$ cat src/rtl/fetch_if.sv
// Fetch stage bundle: decode/execute control inputs, BRAM port and fetched-instruction outputs.
// The fetch unit takes the master modport; its environment takes the slave modport.
interface fetch_if;
  logic        stall;
  logic        redirect;
  logic [31:0] redirect_pc;
  logic        wait_load;
  logic [4:0]  wait_time;
  logic        stop;
  logic [13:0] imem_addr;
  logic        imem_en;
  logic [31:0] imem_rdata;
  logic [31:0] pc;
  logic [31:0] inst;
  logic        valid;
  logic        halted;
  logic [31:0] perf_fetched;
  logic [31:0] perf_bubbles;

  modport master (
    input  stall, redirect, redirect_pc, wait_load, wait_time, stop, imem_rdata,
    output imem_addr, imem_en, pc, inst, valid, halted, perf_fetched, perf_bubbles
  );

  modport slave (
    output stall, redirect, redirect_pc, wait_load, wait_time, stop, imem_rdata,
    input  imem_addr, imem_en, pc, inst, valid, halted, perf_fetched, perf_bubbles
  );
endinterface

$ cat src/rtl/fetch.sv
// Instruction fetch stage: RUN/WAIT/HALT sequencer feeding a 1-cycle-latency instruction BRAM.
// Defining FETCH_PERF_EN adds the fetched/bubble performance counters; otherwise they read 0.
module fetch (
  input  logic     clk,
  input  logic     rstn,
  fetch_if.master  bus
);

  typedef enum logic [1:0] {ST_RUN, ST_WAIT, ST_HALT} state_t;

  state_t      r_state, w_stateNext;
  logic [31:0] r_fpc, w_fpcNext;
  logic [31:0] r_pc, w_pcNext;
  logic        r_valid, w_validNext;
  logic [4:0]  r_cnt, w_cntNext;
  logic        w_update;

  assign bus.imem_addr = r_fpc[15:2];
  assign bus.imem_en   = (r_state == ST_RUN) && !bus.stall;
  assign bus.inst      = bus.imem_rdata;
  assign bus.pc        = r_pc;
  assign bus.valid     = r_valid;
  assign bus.halted    = (r_state == ST_HALT);

  // w_update marks every edge that is not a hold; stall and HALT leave all state untouched.
  always_comb begin
    w_stateNext = r_state;
    w_fpcNext   = r_fpc;
    w_pcNext    = r_pc;
    w_validNext = r_valid;
    w_cntNext   = r_cnt;
    w_update    = 1'b0;
    if (r_state != ST_HALT) begin
      if (bus.stop) begin
        w_update    = 1'b1;
        w_stateNext = ST_HALT;
        w_validNext = 1'b0;
      end else if (bus.redirect) begin
        w_update    = 1'b1;
        w_fpcNext   = {bus.redirect_pc[31:2], 2'b00};
        w_validNext = 1'b0;
      end else if (bus.wait_load && (bus.wait_time != 5'd0) && (r_state == ST_RUN)) begin
        w_update    = 1'b1;
        w_cntNext   = bus.wait_time;
        w_stateNext = ST_WAIT;
        w_validNext = 1'b0;
      end else if (!bus.stall) begin
        w_update = 1'b1;
        // The load edge already counted as one bubble, so the counter=1 edge fetches again;
        // the BRAM still holds the word read at fpc on that load edge.
        if ((r_state == ST_WAIT) && (r_cnt > 5'd1)) begin
          w_cntNext   = r_cnt - 5'd1;
          w_validNext = 1'b0;
        end else begin
          w_stateNext = ST_RUN;
          w_cntNext   = 5'd0;
          w_pcNext    = r_fpc;
          w_fpcNext   = r_fpc + 32'd4;
          w_validNext = 1'b1;
        end
      end
    end
  end

  always_ff @(posedge clk or posedge rstn) begin
    if (rstn) begin
      r_state <= ST_RUN;
      r_fpc   <= 32'd0;
      r_pc    <= 32'd0;
      r_valid <= 1'b0;
      r_cnt   <= 5'd0;
    end else if (w_update) begin
      r_state <= w_stateNext;
      r_fpc   <= w_fpcNext;
      r_pc    <= w_pcNext;
      r_valid <= w_validNext;
      r_cnt   <= w_cntNext;
    end
  end

`ifdef FETCH_PERF_EN
  logic [31:0] r_perfFetched;
  logic [31:0] r_perfBubbles;

  always_ff @(posedge clk or posedge rstn) begin
    if (rstn) begin
      r_perfFetched <= 32'd0;
      r_perfBubbles <= 32'd0;
    end else if (w_update) begin
      if (w_validNext) begin
        r_perfFetched <= r_perfFetched + 32'd1;
      end else begin
        r_perfBubbles <= r_perfBubbles + 32'd1;
      end
    end
  end

  assign bus.perf_fetched = r_perfFetched;
  assign bus.perf_bubbles = r_perfBubbles;
`else
  assign bus.perf_fetched = 32'd0;
  assign bus.perf_bubbles = 32'd0;
`endif

endmodule

$ cat src/flat_wrapper.sv
// flat-port wrapper written by rule: the top's interface ports become plain ports
module fetch_flat 
  (clk, rstn, bus_stall, bus_redirect, bus_redirect_pc, bus_wait_load, bus_wait_time, bus_stop, bus_imem_rdata, bus_imem_addr, bus_imem_en, bus_pc, bus_inst, bus_valid, bus_halted, bus_perf_fetched, bus_perf_bubbles);
  fetch_if bus_i ();
  input  logic clk;
  input  logic rstn;
  input wire logic [$bits(bus_i.stall)-1:0] bus_stall;
  input wire logic [$bits(bus_i.redirect)-1:0] bus_redirect;
  input wire logic [$bits(bus_i.redirect_pc)-1:0] bus_redirect_pc;
  input wire logic [$bits(bus_i.wait_load)-1:0] bus_wait_load;
  input wire logic [$bits(bus_i.wait_time)-1:0] bus_wait_time;
  input wire logic [$bits(bus_i.stop)-1:0] bus_stop;
  input wire logic [$bits(bus_i.imem_rdata)-1:0] bus_imem_rdata;
  output wire logic [$bits(bus_i.imem_addr)-1:0] bus_imem_addr;
  output wire logic [$bits(bus_i.imem_en)-1:0] bus_imem_en;
  output wire logic [$bits(bus_i.pc)-1:0] bus_pc;
  output wire logic [$bits(bus_i.inst)-1:0] bus_inst;
  output wire logic [$bits(bus_i.valid)-1:0] bus_valid;
  output wire logic [$bits(bus_i.halted)-1:0] bus_halted;
  output wire logic [$bits(bus_i.perf_fetched)-1:0] bus_perf_fetched;
  output wire logic [$bits(bus_i.perf_bubbles)-1:0] bus_perf_bubbles;
  assign bus_i.stall = bus_stall;
  assign bus_i.redirect = bus_redirect;
  assign bus_i.redirect_pc = bus_redirect_pc;
  assign bus_i.wait_load = bus_wait_load;
  assign bus_i.wait_time = bus_wait_time;
  assign bus_i.stop = bus_stop;
  assign bus_i.imem_rdata = bus_imem_rdata;
  assign bus_imem_addr = bus_i.imem_addr;
  assign bus_imem_en = bus_i.imem_en;
  assign bus_pc = bus_i.pc;
  assign bus_inst = bus_i.inst;
  assign bus_valid = bus_i.valid;
  assign bus_halted = bus_i.halted;
  assign bus_perf_fetched = bus_i.perf_fetched;
  assign bus_perf_bubbles = bus_i.perf_bubbles;
  fetch u_core (.clk(clk), .rstn(rstn), .bus(bus_i));
endmodule
$ cat config.mk
export PLATFORM = sky130hd
export DESIGN_NAME = fetch_flat
export DESIGN_NICKNAME = d
export VERILOG_FILES = /design/src/rtl/fetch_if.sv /design/src/rtl/fetch.sv /design/src/flat_wrapper.sv
export SDC_FILE = /design/constraint.sdc
export NUM_CORES = 1
export LEC_CHECK = 0
export ABC_AREA = 1
export CORE_MARGIN = 2
export CORE_UTILIZATION = 46
export CTS_CLUSTER_DIAMETER = 40
export DETAILED_ROUTE_END_ITERATION = 10
export GPL_TIMING_DRIVEN = 0
export PLACE_DENSITY = 0.87
export SLEW_MARGIN = 20
export SYNTH_ARGS = -nofsm -noshare
export SYNTH_HDL_FRONTEND = slang
export SYNTH_SLANG_ARGS = --single-unit
$ cat constraint.sdc
create_clock -name clk -period 4.4 [get_ports clk]
set_input_delay 0.44 -clock clk [delete_from_list [all_inputs] [get_ports clk]]
set_output_delay 0.44 -clock clk [all_outputs]
set_load 0.05 [all_outputs]
==> reports/summary.txt, run 1 <==
sequential fraction of the synthesis area: 0.348
CP max stage delay: 0.80 ns
Post-synth EDFFs: 0
Slew headroom: 0.565
Setup Buffers After CTS: 0
antenna diode count: 0
DIE AREA: 11500 um^2
Post-synth top flop: dfrtp_1
largest net degree at the start of global routing: 50
Worst Reg-to-Reg Cells: 10
Final GP Congestion: 0.960
top-count cell post-synth: nand2_1
Final Critical Period: 2.34 ns
Synth warnings: 0
FFs w/ async S/R, synth: 1.00
CTS Buffer Depth: 2
endpoints failing hold: 0
DRT antenna net count: 0
vias per cell: 4.65
DP Wirelength: 10.2 mm
clk_lat worst skew: 0.34 ns
first-pass GRT wire length: 21.4 mm
initial core utilization: 0.473
arrival time at the worst endpoint: 1.90 ns
Num Clock Sinks: 68
DR iter-0 viols: 262
nature of the critical path startpoint: primary input
final worst slack: 2.06 ns
Cell Area, Placed: 6510 um^2
Die Y: 107 um
Crit path max-delay family: buffers and inverters
crit-path max FO: 5
Peak VDD IR: 0.407 mV
Highest Clock Rate: 427 MHz
TritonCTS Buffers: 9
Die Wd: 107 um
Distinct cells, synth: 31
first drt pass iteration count: 5
# DRC: 0
ranking of synthesized cells by area: dfrtp_1 (35%), nand2_1 (18%), buf_4 (18%)
total I/O pin count: 220
Final Power: 4.08 mW
cts repair resizes: 0
max-slew violation count: 0
Crit. End Element: primary output
Hold Buf Count CTS: 0
most frequent cells after synthesis: nand2_1 (237), buf_4 (116), dfrtp_1 (68)
htree depth: 3
most frequent CP cell: clkdlybuf4s50_1
final core occ: 0.649
hold crit path type: primary input to async pin
leak pwr: 3.41 nW
post-synth top area share: 0.348
Slowest-stage cell, CP: clkdlybuf4s50_1
Core Footprint: 10300 um^2
gr ovfl total: 0
power density cells: 608 nW/um^2
CTS tree: done
Clock Skews: 0.0138 ns
max-cap violations: 0
TNS Setup: 0 ns
average cell area after synthesis: 7.03 um^2
cell row count: 37
number of global-route vias before repair: 4625
required time worst endpoint: 3.96 ns
Setup CP Type: primary input to primary output
Cells after Synth: 695
Total GRT Usage: 0.234
IO buf count: 118
worst slew pin tran: 0.652 ns
clock root buffer master: clkbuf_8
Area Overhead vs Synth: 37.2%
crit path buf inv count: 2
initial antenna violation count: 0
final instance area: 6700 um^2
final setup violation count: 0
layout cells sized above 1: 0.190
status: finished, final reports clean
via count: 4782
DP Worst Slack: 2.05 ns
CP Cell Sequence: clkdlybuf4s50_1 -> nor2_1 -> clkdlybuf4s50_1
CP Depth: 3
Routed Wire Length: 13.1 mm
WL/cell: 12.7 um
part of the cycle the worst path needs: 0.532
NumNets Final: 968
Post-Syn Area: 4880 um^2
Yosys reg bits: 68
post-synth top area cell: dfrtp_1
RSZ-0062 raised after global routing: false
Clock transition at path regs: 0.08 ns
[cells in the final DEF, fill, tap and decap left out, drive strengths merged]
cell type,synthesis,routed
or2,8,8
nor3,1,1
nand2,240,240
bufinv,0,1
buf,126,127
nand3,48,48
a21oi,4,4
nand3b,4,4
clkdlybuf4s50,0,118
a31oi,2,2
ha,3,3
o21ai,61,61
inv,56,56
clkinv,0,1
o21bai,2,2
clkbuf,5,17
nor2,57,57
xor2,2,2
dfrtp,68,68
xnor2,2,2
nand4,4,4
a22oi,1,1
conb,1,66
[layer usage]
metal | global-route usage | up-vias | wire length, um
met3 | 0.0486 | 21 | 968
met5 | 0 | - | 0
met2 | 0.402 | 207 | 6450
met1 | 0.294 | 2170 | 5440
met4 | 0.0742 | 0 | 230
li1 | - | 2384 | -
[sequential cells by signal (all words and copies together) (netlist names)]
| name | flops |
|---|---|
| u_core.bus.pc | 30 |
| u_core.bus.valid | 1 |
| u_core.r_cnt | 5 |
| u_core.r_fpc | 30 |
| u_core.r_state | 2 |
[final timing paths]
path / slack (ns) / endpoint / startpoint
max: 2.06 / bus_imem_en / bus_stall
min: 0.39 / u_core.bus.pc[14] / rstn
max reg2reg: 2.43 / u_core.r_fpc[12] / u_core.r_fpc[3]
min reg2reg: 0.48 / u_core.bus.pc[4] / u_core.bus.pc[4]
max in group asynchronous: 3.46 / u_core.r_fpc[23] / rstn
min in group clk: 0.47 / u_core.r_state[0] / bus_redirect
[kinds of logic after synthesis]
family | synth area share
adders and majority gates | 0.00769
and+or+nand+nor | 0.319
AOI/OAI and AO/OA | 0.0746
DFF | 0.348
other | 0.000768
buffers and inverters | 0.242
xor gates and xnor gates | 0.00718
[layout make-up]
type,instances,area (um^2)
tap,136,170
clock buffer,12,155
multi-input combinational,505,2240
fill,906,3620
timing repair buffer,119,1210
inverter,56,213
buffer,131,971
sequential,68,1700
clock inverter,2,35.0
[power breakdown]
| group | internal (mW) | switching [mW] | total (mW) |
|---|---|---|---|
| logic | 0.823 | 1.54 | 2.37 |
| clock network | 0.286 | 0.235 | 0.521 |
| registers | 0.905 | 0.284 | 1.19 |
[per-stage QoR]
stage	std cells	hold WS (ns)
after global routing	1029	0.430
after floorplan	760	0.476
after global placement	1014	0.464
after CTS	1029	0.401
final	1029	0.387
after detailed placement	1015	0.466
Note: power is estimated with default switching activity, not from simulation.
==> run 2, diff against run 1 <==
CORE_UTILIZATION = 43   (was 46)
PLACE_DENSITY = 0.82   (was 0.87)
clock period = 2.4 ns   (was 4.4 ns; I/O delays follow)
==> run 2 against run 1 <==
Against the previous run: cell area up 2.5%; critical path depth decreased by 1; non-clock buffer count did not move; register-to-register slack got worse by 2.0 ns; worst setup slack worse by 1.7 ns; critical endpoint is now bus_imem_addr[2]; largest power group unchanged.
==> reports/summary.txt, run 2 (synthesized netlist as in run 1, its figures left out) <==
htree depth: 3
layout cells sized above 1: 0.193
largest net degree at the start of global routing: 38
CP Cell Sequence: buf_4 -> clkdlybuf4s50_1
total I/O pin count: 220
initial antenna violation count: 0
Crit path max-delay family: buffers and inverters
NumNets Final: 968
Routed Wire Length: 13.3 mm
Worst setup startpoint: u_core.r_fpc[4]
nature of the critical path startpoint: flop
worst slew pin tran: 0.651 ns
via count: 4777
max-slew violation count: 0
Setup Buffers After CTS: 0
TritonCTS Buffers: 9
RSZ-0062 raised after global routing: false
# DRC: 0
vias per cell: 4.62
clock root buffer master: clkbuf_16
Num Clock Sinks: 68
cts repair resizes: 0
Slew headroom: 0.566
max-cap violations: 0
hold slack: 0.267 ns
Final GP Congestion: 0.934
Area Overhead vs Synth: 40.6%
endpoints failing hold: 0
Peak VDD IR: 0.796 mV
status: finished, final reports clean
Highest Clock Rate: 488 MHz
DP Worst Slack: 0.315 ns
hold crit path type: primary input to async pin
Core Footprint: 11000 um^2
arrival time at the worst endpoint: 1.81 ns
first drt pass iteration count: 5
Total GRT Usage: 0.216
Hold Buf Count CTS: 0
antenna diode count: 0
leak pwr: 3.48 nW
Die Y: 111 um
initial core utilization: 0.445
gr ovfl total: 0
WL/cell: 12.8 um
most common cell after layout, fill and taps aside: nand2_1
cell row count: 38
IO buf count: 118
part of the cycle the worst path needs: 0.854
Slowest-stage cell, CP: clkdlybuf4s50_1
clk_lat worst skew: 0.33 ns
final worst slack: 0.350 ns
power density cells: 1180 nW/um^2
CTS tree: done
DRT antenna net count: 0
Setup CP Type: flop to primary output
Clock Skews: 0.00721 ns
first-pass GRT wire length: 21.9 mm
DP Wirelength: 10.2 mm
CP max stage delay: 0.80 ns
commonest cells after routing, fill and taps aside: nand2_1 (237), clkdlybuf4s50_1 (118), buf_4 (116)
DR iter-0 viols: 280
CTS Buffer Depth: 2
Crit. End Element: primary output
DIE AREA: 12200 um^2
Reg-to-Reg Start: u_core.r_cnt[0]
final setup violation count: 0
number of global-route vias before repair: 4536
crit path buf inv count: 2
Die Wd: 111 um
Final Critical Period: 2.05 ns
required time worst endpoint: 2.16 ns
crit-path max FO: 7
Clock transition at path regs: 0.06 ns
-- run 2: changes by cell type in the layout (fill, tap and decap cells not counted) --
cell        previous run  this run
clkbuf_8              11         2
clkbuf_16              0         9
buf_16                 1         0
clkbuf_1               6         5
clkinvlp_4             0         1
inv_6                  0         1
bufinv_16              1         3
clkinv_2               1         0
buf_12                 0         1
-- run 2: layout make-up --
type	instances	area, um^2
Clock inverter	5	106
Clock buffer	11	253
Tap cell	140	175
Sequential cell	68	1700
Fill cell	1004	4120
Buffer	131	971
Inverter	56	213
Timing Repair Buffer	119	1200
Multi-Input combinational cell	505	2240
-- run 2: routing by layer --
layer / vias to the layer above / wire [um] / share of wire / track usage
li1: 2381 / - / - / -
met1: 2156 / 5690 / 0.43 / 0.283
met2: 210 / 6340 / 0.48 / 0.354
met3: 30 / 969 / 0.073 / 0.0472
met4: 0 / 290 / 0.022 / 0.0725
met5: - / 0 / 0 / 0
-- run 2: per-stage QoR --
stage	cells	power, mW	cell area, um^2	TNS (ns)	utilization
after floorplan	760	5.23	5130	0	-
after global placement	1018	6.43	6480	-52.13	0.590
after detailed placement	1019	6.51	6510	0	0.592
after CTS	1035	8.12	6870	0	0.625
after global routing	1035	8.57	6870	0	0.625
final	1035	8.10	6870	0	0.625
-- run 2: final timing paths --
path	end	slack, ns	cells past startpoint
min	u_core.bus.pc[10]	0.27	2
max reg2reg	u_core.bus.pc[30]	0.39	7
max	bus_imem_addr[2]	0.35	2
max in group asynchronous	u_core.r_fpc[24]	1.58	3
min reg2reg	u_core.bus.pc[2]	0.49	2
min in group clk	u_core.r_state[0]	0.28	4
-- run 2: where the power goes --
group	switching (mW)	internal, mW
Combinational	2.83	1.51
Sequential	0.512	1.66
Clock	0.513	1.08
